File: src/rtl/ffd_shift_reg_univ.sv
// ---------------------------------------------------------------------------
// ffd_shift_reg_univ
//   WIDTH-bit universal register: hold, parallel load, clear, shift and rotate
//   in both directions, all gated by a clock enable. An auto-shift sequencer
//   runs nshift shifts/rotates from one start pulse and reports busy/done.
//
// Parameters
//   WIDTH   register width in bits (>= 2)
//   CNT_W   width of nshift and of the internal shift counter
//
// Ports
//   clk     rising-edge clock
//   reset   asynchronous active-high reset
//   enable  clock enable (reset still acts when low)
//   mode    000 hold, 001 load, 010 shl, 011 shr, 100 rol, 101 ror,
//           110 clear, 111 hold
//   d       parallel load data
//   sin     serial input for shift modes
//   start   launches an auto sequence (sampled in IDLE with enable=1)
//   nshift  number of auto shifts, sampled with start
//   q       register contents
//   sout    last bit shifted or rotated out
//   busy    high while the sequencer is running
//   done    one-cycle pulse when an auto sequence completes
//   par     XOR reduction of q (only with FFD_SHIFT_PARITY_EN defined)
//
// Build option
//   FFD_SHIFT_PARITY_EN  adds the combinational parity output par.
// ---------------------------------------------------------------------------
module ffd_shift_reg_univ #(
  parameter int WIDTH = 8,
  parameter int CNT_W = 4
) (
  input  logic             clk,
  input  logic             reset,
  input  logic             enable,
  input  logic [2:0]       mode,
  input  logic [WIDTH-1:0] d,
  input  logic             sin,
  input  logic             start,
  input  logic [CNT_W-1:0] nshift,
  output logic [WIDTH-1:0] q,
  output logic             sout,
  output logic             busy,
  output logic             done
`ifdef FFD_SHIFT_PARITY_EN
  ,
  output logic             par
`endif
);

  localparam logic [2:0] MODE_HOLD  = 3'b000;
  localparam logic [2:0] MODE_LOAD  = 3'b001;
  localparam logic [2:0] MODE_SHL   = 3'b010;
  localparam logic [2:0] MODE_SHR   = 3'b011;
  localparam logic [2:0] MODE_ROL   = 3'b100;
  localparam logic [2:0] MODE_ROR   = 3'b101;
  localparam logic [2:0] MODE_CLEAR = 3'b110;

  localparam logic [CNT_W-1:0] CNT_ONE = {{(CNT_W-1){1'b0}}, 1'b1};

  typedef enum logic {
    ST_IDLE = 1'b0,
    ST_RUN  = 1'b1
  } state_t;

  state_t           state_q, state_d;
  logic [CNT_W-1:0] cnt_q, cnt_d;
  logic [2:0]       lmode_q, lmode_d;
  logic [WIDTH-1:0] q_d;
  logic             sout_d;
  logic             done_d;

  // Only shifts and rotates can be run by the sequencer.
  function automatic logic is_shift_op(input logic [2:0] m);
    return (m == MODE_SHL) || (m == MODE_SHR) || (m == MODE_ROL) || (m == MODE_ROR);
  endfunction

  function automatic logic [WIDTH-1:0] op_q(input logic [2:0]       m,
                                            input logic [WIDTH-1:0] cur,
                                            input logic [WIDTH-1:0] din,
                                            input logic             s);
    logic [WIDTH-1:0] r;
    r = cur;
    case (m)
      MODE_LOAD:  r = din;
      MODE_SHL:   r = {cur[WIDTH-2:0], s};
      MODE_SHR:   r = {s, cur[WIDTH-1:1]};
      MODE_ROL:   r = {cur[WIDTH-2:0], cur[WIDTH-1]};
      MODE_ROR:   r = {cur[0], cur[WIDTH-1:1]};
      MODE_CLEAR: r = '0;
      default:    r = cur;
    endcase
    return r;
  endfunction

  // sout only moves on shift/rotate; every other op leaves it alone.
  function automatic logic op_sout(input logic [2:0]       m,
                                   input logic [WIDTH-1:0] cur,
                                   input logic             cur_sout);
    logic r;
    r = cur_sout;
    case (m)
      MODE_SHL, MODE_ROL: r = cur[WIDTH-1];
      MODE_SHR, MODE_ROR: r = cur[0];
      default:            r = cur_sout;
    endcase
    return r;
  endfunction

  always_comb begin
    state_d = state_q;
    q_d     = q;
    sout_d  = sout;
    cnt_d   = cnt_q;
    lmode_d = lmode_q;
    // done is a pulse: it drops on the next edge whatever enable does.
    done_d  = 1'b0;
    if (enable) begin
      case (state_q)
        ST_IDLE: begin
          if (start && is_shift_op(mode)) begin
            if (nshift == '0) begin
              done_d = 1'b1;
            end else begin
              // Start cycle only arms the sequencer; the first shift is next edge.
              lmode_d = mode;
              cnt_d   = nshift;
              state_d = ST_RUN;
            end
          end else begin
            q_d    = op_q(mode, q, d, sin);
            sout_d = op_sout(mode, q, sout);
          end
        end
        ST_RUN: begin
          q_d    = op_q(lmode_q, q, d, sin);
          sout_d = op_sout(lmode_q, q, sout);
          cnt_d  = cnt_q - CNT_ONE;
          if (cnt_q == CNT_ONE) begin
            state_d = ST_IDLE;
            done_d  = 1'b1;
          end
        end
        default: state_d = ST_IDLE;
      endcase
    end
  end

  always_ff @(posedge clk or posedge reset) begin
    if (reset) begin
      state_q <= ST_IDLE;
      cnt_q   <= '0;
      lmode_q <= MODE_HOLD;
      q       <= '0;
      sout    <= 1'b0;
      done    <= 1'b0;
    end else begin
      state_q <= state_d;
      cnt_q   <= cnt_d;
      lmode_q <= lmode_d;
      q       <= q_d;
      sout    <= sout_d;
      done    <= done_d;
    end
  end

  assign busy = (state_q == ST_RUN);

`ifdef FFD_SHIFT_PARITY_EN
  assign par = ^q;
`endif

endmodule

File: config.mk
export PLATFORM = sky130hd
export DESIGN_NAME = ffd_shift_reg_univ
export DESIGN_NICKNAME = d
export VERILOG_FILES = /design/src/rtl/ffd_shift_reg_univ.sv
export SDC_FILE = /design/constraint.sdc
export NUM_CORES = 1
export LEC_CHECK = 0
export CAP_MARGIN = 20
export CORE_MARGIN = 3
export CORE_UTILIZATION = 51
export DETAILED_ROUTE_END_ITERATION = 10
export GPL_ROUTABILITY_DRIVEN = 0
export PLACE_DENSITY = 0.88
export SETUP_SLACK_MARGIN = 0.02
export SLEW_MARGIN = 20
export SYNTH_ARGS = -nofsm -noshare
export SYNTH_HDL_FRONTEND = slang
export SYNTH_SLANG_ARGS = --single-unit
File: constraint.sdc
create_clock -name clk -period 1.8 [get_ports clk]
set_input_delay 0.45 -clock clk [delete_from_list [all_inputs] [get_ports clk]]
set_output_delay 0.45 -clock clk [all_outputs]
set_load 0.02 [all_outputs]
==> impl_metrics.csv, run 1 <==
group,metric,value,unit
cts,root_buffer,"clkbuf_4",
worst_setup_path,reg2reg_from,"lmode_q[1]",
hold_path,min_path_type,"in2async",
power,p_int,1690,µW
layout,fin_area,2000,µm²
timing,setup_violations,0,
worst_setup_path,r2r_slack,0.10,ns
run,cap_violations,0,
synth,synth.top_cell.area_share,0.306,
synth,synth_seq_cells,18,
worst_setup_path,crit_family,"simple AND/OR/NAND/NOR gates",
worst_setup_path,slowest_stage,"or4_4",
floorplan,num_rows,18,
drt,ant_nets,0,
run_status,status,"finished, final reports clean",
worst_setup_path,cp.depth,5,
timing,finalHoldViolations,0,
floorplan,fp.dieW,59.7,µm
synth,synth_area_leaders,"dfrtp_1 31%, mux2_2 6.1%, o21ai_0 5.1%",
synth,synthesis.nets,197,
drt,drt_wl_total,4200,µm
layout,synthToLayoutAreaGrowth,35.6,%
floorplan,coreArea,2610,µm²
synth,yosysTopAreaCell,"dfrtp_1",
floorplan,pin_count,31,
placement,dp_hpwl,3100,µm
synth,async_flop_share,1.00,
cts,cts_setup_buffers,0,
synth,synthTopCellsByCount,"18 x dfrtp_1, 15 x inv_1, 15 x o21ai_0",
global_routing,grt_pass1_wl,6820,µm
cts,cts_buffers,3,
worst_setup_path,end_kind,"register",
worst_setup_path,worstSetupPathType,"in2reg",
placement,placed_area,1960,µm²
power,vdd_drop_max,1.09,mV
worst_setup_path,critPathMaxStageDelay,0.54,ns
worst_setup_path,cp-endpoint,"cnt_q[3]",
timing,worst_pin_slew,0.481,ns
power,power_switching,1400,µW
power,comb_power_share,0.638,
synth,synth-edff-count,0,
timing,max_slew_margin,0.679,
drt,vias,1564,
worst_setup_path,crit_arrival,1.93,ns
cts,clk_pin_slew,0.11,ns
cts,cts_tree,"yes",
drt,drtIter0Drc,92,
placement,io_buffers,30,
floorplan,initial_core_util,0.563,
drt,drt_first_pass_iters,5,
global_routing,grt_overflow_total,0,
timing,period_minus_slack,1.74,ns
worst_setup_path,start_kind,"input pin",
worst_setup_path,r2r_cells,5,
worst_setup_path,crit_start,"nshift[3]",
power,p_leak,0.000903,µW
synth,synth_ff_type,"dfrtp_1",
power,switching_share,0.455,
global_routing,grt_pass1_vias,1553,
cts,clkLatencyLatePin,0.29,ns
layout,drive_above_1_share,0.243,
synth,yosysWarnings,0,
drt,viasPerCell,6.21,
global_routing,track_usage,0.248,
cts,cts_max_level,1,
power,p_clk_frac,0.083,
synth,ys_seq_area_frac,0.306,
drt,drc,0,
timing,tns,0,ns
timing,period_share,0.969,
timing,fmax,574,MHz
worst_setup_path,path_buf_inv,1,
power,powerDensity,1550,nW/µm²
worst_setup_path,r2r_end,"q[7]",
worst_setup_path,critPathRequiredTime,1.98,ns
drt,routedWlPerCell,16.7,µm
worst_setup_path,crit_path_cell_trace,"dlygate4sd2_1 > or4_4 > and3_4 > and3b_4 > a222oi_1",
timing,skew,0.00137,ns
cts,clk_path_buf_depth,2,
floorplan,chipHeight,59.7,µm
global_routing,grt_max_degree,19,
synth,avgSynthCellArea,8.41,µm²
synth,synth_most_common_cell,"dfrtp_1",
synth,synthCells,175,
synth,ys_types,42,
floorplan,die_area,3570,µm²
layout,fill_cells,197,
layout,num_antenna_cells,0,
synth,netlist_area,1470,µm²
cts,clock_sink_count,18,
global_routing,antenna_found_initial,0,
cts,postCtsHoldBufs,0,
timing,drv_slew,0,
worst_setup_path,crit_fanout,3,
layout,nets,245,
power,p_seq_frac,0.279,
## what timing repair did
action                                  CTS  global route
gates resized for setup                  16            12
pin swaps                                 2             0
endpoints found under the setup margin   26            11
## layer usage
| metal | share of wire | wire length (µm) | vias up | GRT usage |
|---|---|---|---|---|
| met5 | 0 | 0 | - | 0 |
| met1 | 0.42 | 1760 | 742 | 0.335 |
| li1 | - | - | 746 | - |
| met2 | 0.50 | 2110 | 66 | 0.418 |
| met3 | 0.062 | 261 | 10 | 0.0194 |
| met4 | 0.016 | 68 | 0 | 0.0791 |
## power by group through the flow
stage	Sequential (µW)	Combinational, µW	Clock (µW)
floorplan	905	1250	0
global placement	846	1910	0
detailed placement	858	1990	0
CTS	854	1940	264
global route	894	2170	275
finish	863	1970	257
## worst min-delay path, cell delays in order
cell	delay [ns]
clkdlybuf4s50_1	0.39
inv_1	0.05
buf_4	0.26
## state kept, by name, indices dropped and copies added, names as in the netlist
register and flops:
done 1, q 8, cnt_q 4, lmode_q 3
busy 1, sout 1
## metrics by stage
step | worst slack [ns] | std cells | util | hold slack, ns | power [µW]
global route | -0.00383 | 252 | 0.764 | 0.509 | 3340
detailed placement | -0.552 | 248 | 0.750 | 0.529 | 2850
floorplan | -0.0153 | 175 | - | 0.389 | 2150
CTS | 0.0207 | 252 | 0.757 | 0.462 | 3050
finish | 0.0565 | 252 | 0.764 | 0.463 | 3090
global placement | -0.504 | 248 | 0.750 | 0.524 | 2760
## how the worst min path moves through the flow
stage,start,cells after the start,slack [ns],to
3_3_place_gp,cnt_q[0],2,0.52,cnt_q[0]
2_1_floorplan,reset,1,0.39,busy
5_1_grt,reset,3,0.51,q[6]
4_1_cts,reset,3,0.46,q[4]
3_5_place_dp,q[6],1,0.53,q[6]
6_report,reset,3,0.46,q[4]
## cell usage in the layout, fill, tap and decap left out, types with 7 or more instances in the layout
master / synthesis / layout
mux2_2: 8 / 8
dlygate4sd2_1: 0 / 12
a221oi_1: 7 / 7
nor2_1: 14 / 13
o32ai_1: 8 / 8
clkdlybuf4s50_1: 0 / 14
buf_4: 0 / 25
nand2_1: 8 / 7
a21oi_1: 9 / 9
dfrtp_1: 18 / 16
o21ai_0: 15 / 15
inv_1: 15 / 15
## cells by family after synthesis
kind of cell,count (synthesis),share of synthesized area
compound gates,67,0.321
xor+xnor,2,0.0119
simple gates,45,0.163
buf+inv,28,0.0816
mux,13,0.0986
fa+ha+maj,2,0.0170
flops,18,0.306
## cell type report
cell class	count	area (µm²)	area share
multi-input cells	129	925	0.463
flip-flops and latches	18	453	0.227
inverters	15	56.3	0.0282
repair buffers	56	488	0.245
clock buffers	4	36.3	0.0182
well taps	30	37.5	0.0188
Power figures use the tool's default switching activity.
==> run 2: changes to the inputs <==
CORE_UTILIZATION = 47   (was 51)
PLACE_DENSITY = 0.83   (was 0.88)
SLEW_MARGIN = 25   (was 20)
==> run 2 against run 1 <==
Against the previous run: critical endpoint is now done; highest routed layer unchanged; sequential share of layout area fell by 1.0 points; combinational power rose by 4%; cell count rose by 6.3%; sequential power fell by 2.5%; clock-buffer cell count did not move; worst hold slack got worse by 0.032 ns; largest power group unchanged; global-route usage fell by 0.51 points; sequential cell count did not move; critical path depth fell by 4.
==> impl_metrics.csv, run 2 (synthesis gave the netlist of run 1 again) <==
group,metric,value,unit
worst_setup_path,path_buf_inv,1,
timing,max_slew_margin,0.668,
worst_setup_path,crit_fanout,1,
floorplan,initial_core_util,0.512,
power,p_int,1730,µW
power,power_switching,1430,µW
timing,skew,0.0139,ns
worst_setup_path,crit_family,"buffers and inverters",
drt,drtIter0Drc,113,
timing,period_minus_slack,1.73,ns
floorplan,chipHeight,62.0,µm
worst_setup_path,end_kind,"output pin",
worst_setup_path,start_kind,"register",
power,p_seq_frac,0.266,
global_routing,grt_max_degree,22,
floorplan,die_area,3840,µm²
drt,ant_nets,0,
power,vdd_drop_max,0.964,mV
layout,reg.largest.list,"q: 8 flops, cnt_q: 4 flops, lmode_q: 3 flops",
placement,dp_hpwl,3170,µm
worst_setup_path,crit_path_cell_trace,"clkdlybuf4s50_1",
timing,drv_slew,0,
power,comb_power_share,0.648,
floorplan,fp.dieW,62.0,µm
global_routing,grt_pass1_vias,1497,
drt,drt_first_pass_iters,5,
power,powerDensity,1520,nW/µm²
layout,synthToLayoutAreaGrowth,41.2,%
cts,clkLatencyLatePin,0.31,ns
floorplan,pin_count,31,
run_status,status,"finished, final reports clean",
cts,cts_max_level,1,
drt,routedWlPerCell,15.7,µm
cts,clk_path_buf_depth,2,
timing,finalHoldViolations,0,
worst_setup_path,critPathMaxStageDelay,0.62,ns
floorplan,coreArea,2880,µm²
drt,viasPerCell,5.90,
hold_path,min_path_type,"in2async",
worst_setup_path,slowest_stage,"clkdlybuf4s50_1",
power,switching_share,0.453,
global_routing,antenna_found_initial,0,
worst_setup_path,reg2reg_from,"lmode_q[2]",
timing,worst_pin_slew,0.496,ns
global_routing,track_usage,0.243,
layout,regMostFlops,"q",
layout,nets,249,
worst_setup_path,r2r_end,"q[0]",
run,cap_violations,0,
cts,clock_sink_count,18,
layout,final_cell_mix,"27 x buf_4, 18 x dfrtp_1, 15 x inv_1, 15 x o21ai_0, 14 x clkdlybuf4s50_1",
worst_setup_path,crit_start,"done",
worst_setup_path,crit_arrival,1.28,ns
cts,clk_pin_slew,0.12,ns
placement,io_buffers,30,
global_routing,grt_pass1_wl,6870,µm
worst_setup_path,worstSetupPathType,"reg2out",
worst_setup_path,cp.depth,1,
worst_setup_path,cp-endpoint,"done",
floorplan,num_rows,19,
layout,num_antenna_cells,0,
cts,cts_buffers,3,
power,p_clk_frac,0.086,
worst_setup_path,r2r_slack,0.11,ns
placement,dp.cells,264,
drt,vias,1580,
layout,drive_above_1_share,0.252,
drt,drt_wl_total,4200,µm
timing,fmax,578,MHz
timing,tns,0,ns
timing,rsz0062_at_grt,"false",
global_routing,grt_overflow_total,0,
timing,setup_violations,0,
layout,largest_reg_flops,8,
layout,mostFrequentLayoutCell,"buf_4",
power,p_leak,0.000945,µW
worst_setup_path,critPathRequiredTime,1.35,ns
cts,cts_setup_buffers,0,
layout,fill_cells,229,
layout,final_cells,268,
timing,period_share,0.961,
worst_setup_path,r2r_cells,6,
drt,drc,0,
cts,cts_tree,"yes",
cts,root_buffer,"clkbuf_4",
cts,postCtsHoldBufs,0,
[run 2: how the worst min path moves through the flow]
stage | start | endpoint | slack (ns)
detailed placement | q[6] | q[6] | 0.53
CTS | reset | q[4] | 0.45
global placement | cnt_q[0] | cnt_q[0] | 0.52
floorplan | reset | busy | 0.39
global route | reset | q[4] | 0.46
finish | reset | q[4] | 0.43
[run 2: area by class of cell]
cell class / count / area [µm²] / share of cell area
Tap cell: 42 / 52.6 / 0.0253
Sequential cell: 18 / 450 / 0.217
Inverter: 15 / 56.3 / 0.0271
Clock buffer: 4 / 36.3 / 0.0175
Timing Repair Buffer: 60 / 546 / 0.262
Multi-Input combinational cell: 129 / 937 / 0.451
[run 2: what timing repair did]
action                     in CTS  in global routing
setup endpoints to repair      23                 15
pin swaps                       3                  4
gates resized for setup        16                 10
[run 2: power groups by stage]
| stage | logic, µW | registers, µW | clock network, µW |
|---|---|---|---|
| after global routing | 2250 | 868 | 295 |
| final | 2050 | 841 | 271 |
| after detailed placement | 2030 | 841 | 0 |
| after floorplan | 1250 | 905 | 0 |
| after CTS | 1990 | 832 | 272 |
| after global placement | 1980 | 828 | 0 |
[run 2: layer usage]
layer	share of wire	GRT usage	routed length (µm)
met5	0	0	0
met4	0.018	0.0939	77
met1	0.43	0.332	1800
met2	0.48	0.389	2000
met3	0.076	0.0310	320
[run 2: worst min-delay path: cells and delay by family]
family / cells / cell delay (ns)
buffers and inverters: 3 / 0.69
[run 2: per-stage QoR]
stage	util	setup WS (ns)	hold slack, ns	instance area, µm²	power, µW
3_3_place_gp	0.701	-0.460	0.517	2020	2800
2_1_floorplan	-	-0.0153	0.389	1490	2150
5_1_grt	0.722	0.0245	0.463	2080	3410
4_1_cts	0.710	0.0343	0.446	2040	3090
3_5_place_dp	0.701	-0.483	0.530	2020	2870
6_report	0.722	0.0700	0.431	2080	3160
==> run 3: changes to the inputs <==
--- a/config.mk
+++ b/config.mk
@@ -6,4 +6,5 @@
 export NUM_CORES = 1
 export LEC_CHECK = 0
+export ABC_AREA = 0
 export CAP_MARGIN = 20
 export CORE_MARGIN = 3
==> constraint.sdc (replaced) <==
create_clock -name clk -period 1.8 [get_ports clk]
set_input_delay 0.45 -clock clk [delete_from_list [all_inputs] [get_ports clk]]
set_output_delay 0.45 -clock clk [all_outputs]
set_load 0.005 [all_outputs]
==> run 3 against run 2 <==
Against the previous run: clock-buffer cell count unchanged; register-to-register slack about the same; clock skew increased by 0.0050 ns; total power decreased by 1.1%; routed wire length increased by 0.38%; setup slack got worse by 0.0032 ns; worst hold slack got worse by 0.0011 ns; clock power about the same.
==> impl_metrics.csv, run 3 (synthesis gave the netlist of run 1 again) <==
group,metric,value,unit
placement,placed_area,2010,µm²
placement,place_ws,-0.496,ns
cts,cts_buffers,3,
drt,ant_nets,0,
layout,reg.largest.list,"q: 8 flops, cnt_q: 4 flops, lmode_q: 3 flops",
worst_setup_path,end_kind,"output pin",
power,p_leak,0.000919,µW
global_routing,grt_overflow_total,0,
floorplan,chipHeight,62.0,µm
run_status,status,"finished, final reports clean",
drt,drt_first_pass_iters,4,
global_routing,antenna_found_initial,0,
layout,num_antenna_cells,0,
layout,regMostFlops,"q",
global_routing,grt_pass1_wl,6880,µm
floorplan,pin_count,31,
global_routing,grt_pass1_vias,1529,
timing,setup_violations,0,
timing,drv_slew,0,
timing,rsz0062_at_grt,"true",
worst_setup_path,path_buf_inv,1,
floorplan,coreArea,2880,µm²
timing,worst_pin_slew,0.594,ns
worst_setup_path,crit_fanout,6,
power,finalPower,3120,µW
floorplan,num_rows,19,
cts,postCtsHoldBufs,0,
power,powerDensity,1490,nW/µm²
cts,cts_tree,"yes",
cts,cts_max_level,1,
timing,max_slew_margin,0.603,
cts,clkLatencyLatePin,0.32,ns
timing,period_minus_slack,1.73,ns
placement,dp_hpwl,3130,µm
worst_setup_path,critPathMaxStageDelay,0.52,ns
cts,root_buffer,"clkbuf_4",
worst_setup_path,r2r_slack,0.12,ns
timing,fmax,577,MHz
layout,largest_reg_flops,8,
timing,finalHoldViolations,0,
cts,clock_sink_count,18,
layout,synthToLayoutAreaGrowth,42.3,%
timing,period_share,0.963,
cts,clk_path_buf_depth,2,
worst_setup_path,crit_path_cell_trace,"clkdlybuf4s50_1",
drt,vias,1561,
layout,drive_above_1_share,0.284,
layout,nets,252,
run,cap_violations,0,
global_routing,track_usage,0.241,
drt,drt_wl_total,4210,µm
hold_path,min_path_type,"in2async",
worst_setup_path,worstSetupPathType,"reg2out",
drt,drtIter0Drc,75,
worst_setup_path,start_kind,"register",
layout,mostFrequentLayoutCell,"buf_4",
worst_setup_path,slowest_stage,"clkdlybuf4s50_1",
floorplan,fp.dieW,62.0,µm
floorplan,die_area,3840,µm²
timing,skew,0.0189,ns
floorplan,initial_core_util,0.512,
power,vdd_drop_max,0.892,mV
worst_setup_path,critPathRequiredTime,1.35,ns
timing,hold_slack,0.430,ns
cts,clk_pin_slew,0.13,ns
drt,drc,0,
layout,fin_area,2090,µm²
drt,routedWlPerCell,15.5,µm
global_routing,grt_max_degree,19,
placement,io_buffers,30,
layout,final_cell_mix,"31 x buf_4, 23 x clkdlybuf4s50_1, 15 x inv_1",
timing,finalWorstSetupSlack,0.0668,ns
worst_setup_path,crit_family,"buffers and inverters",
drt,viasPerCell,5.76,
worst_setup_path,crit_arrival,1.28,ns
## run 3: final timing paths
kind | from | to | depth (start not counted)
min reg2reg | q[6] | q[6] | 1
min in group clk | nshift[3] | cnt_q[3] | 3
max in group asynchronous | reset | lmode_q[2] | 3
max reg2reg | lmode_q[1] | q[7] | 5
max | q[2] | q[2] | 1
min | reset | q[3] | 3
## run 3: layout make-up
class                      count  area (µm²)
clock buffer                   4        36.3
fill                         233         783
inverter                      15        56.3
multi-input combinational    129         916
sequential                    18         460
tap                           42        52.6
timing repair buffer          63         572
## run 3: per-layer routing
layer,track usage,wire length (µm),vias to the layer above
li1,-,-,756
met1,0.330,1850,735
met2,0.388,2050,66
met3,0.0372,282,4
met4,0.0758,28,0
met5,0,0,-
## run 3: per-stage QoR
stage / util / TNS, ns / std cells
after floorplan: - / -0.0153 / 175
after global placement: 0.698 / -6.75 / 263
after detailed placement: 0.698 / -7.18 / 263
after CTS: 0.711 / 0 / 267
after global routing: 0.728 / 0 / 271
final: 0.728 / 0 / 271
## run 3: power breakdown
part | leakage, µW | internal, µW | switching (µW)
sequential | 0.000208 | 617 | 237
combinational | 0.000691 | 1090 | 910
clock | 0.0000210 | 124 | 149
total | 0.000919 | 1830 | 1300
## run 3: what timing repair did
item	CTS	global route
resized for setup	10	11
pin swaps	3	2
endpoints found under the setup margin	18	18
setup buffers	0	4
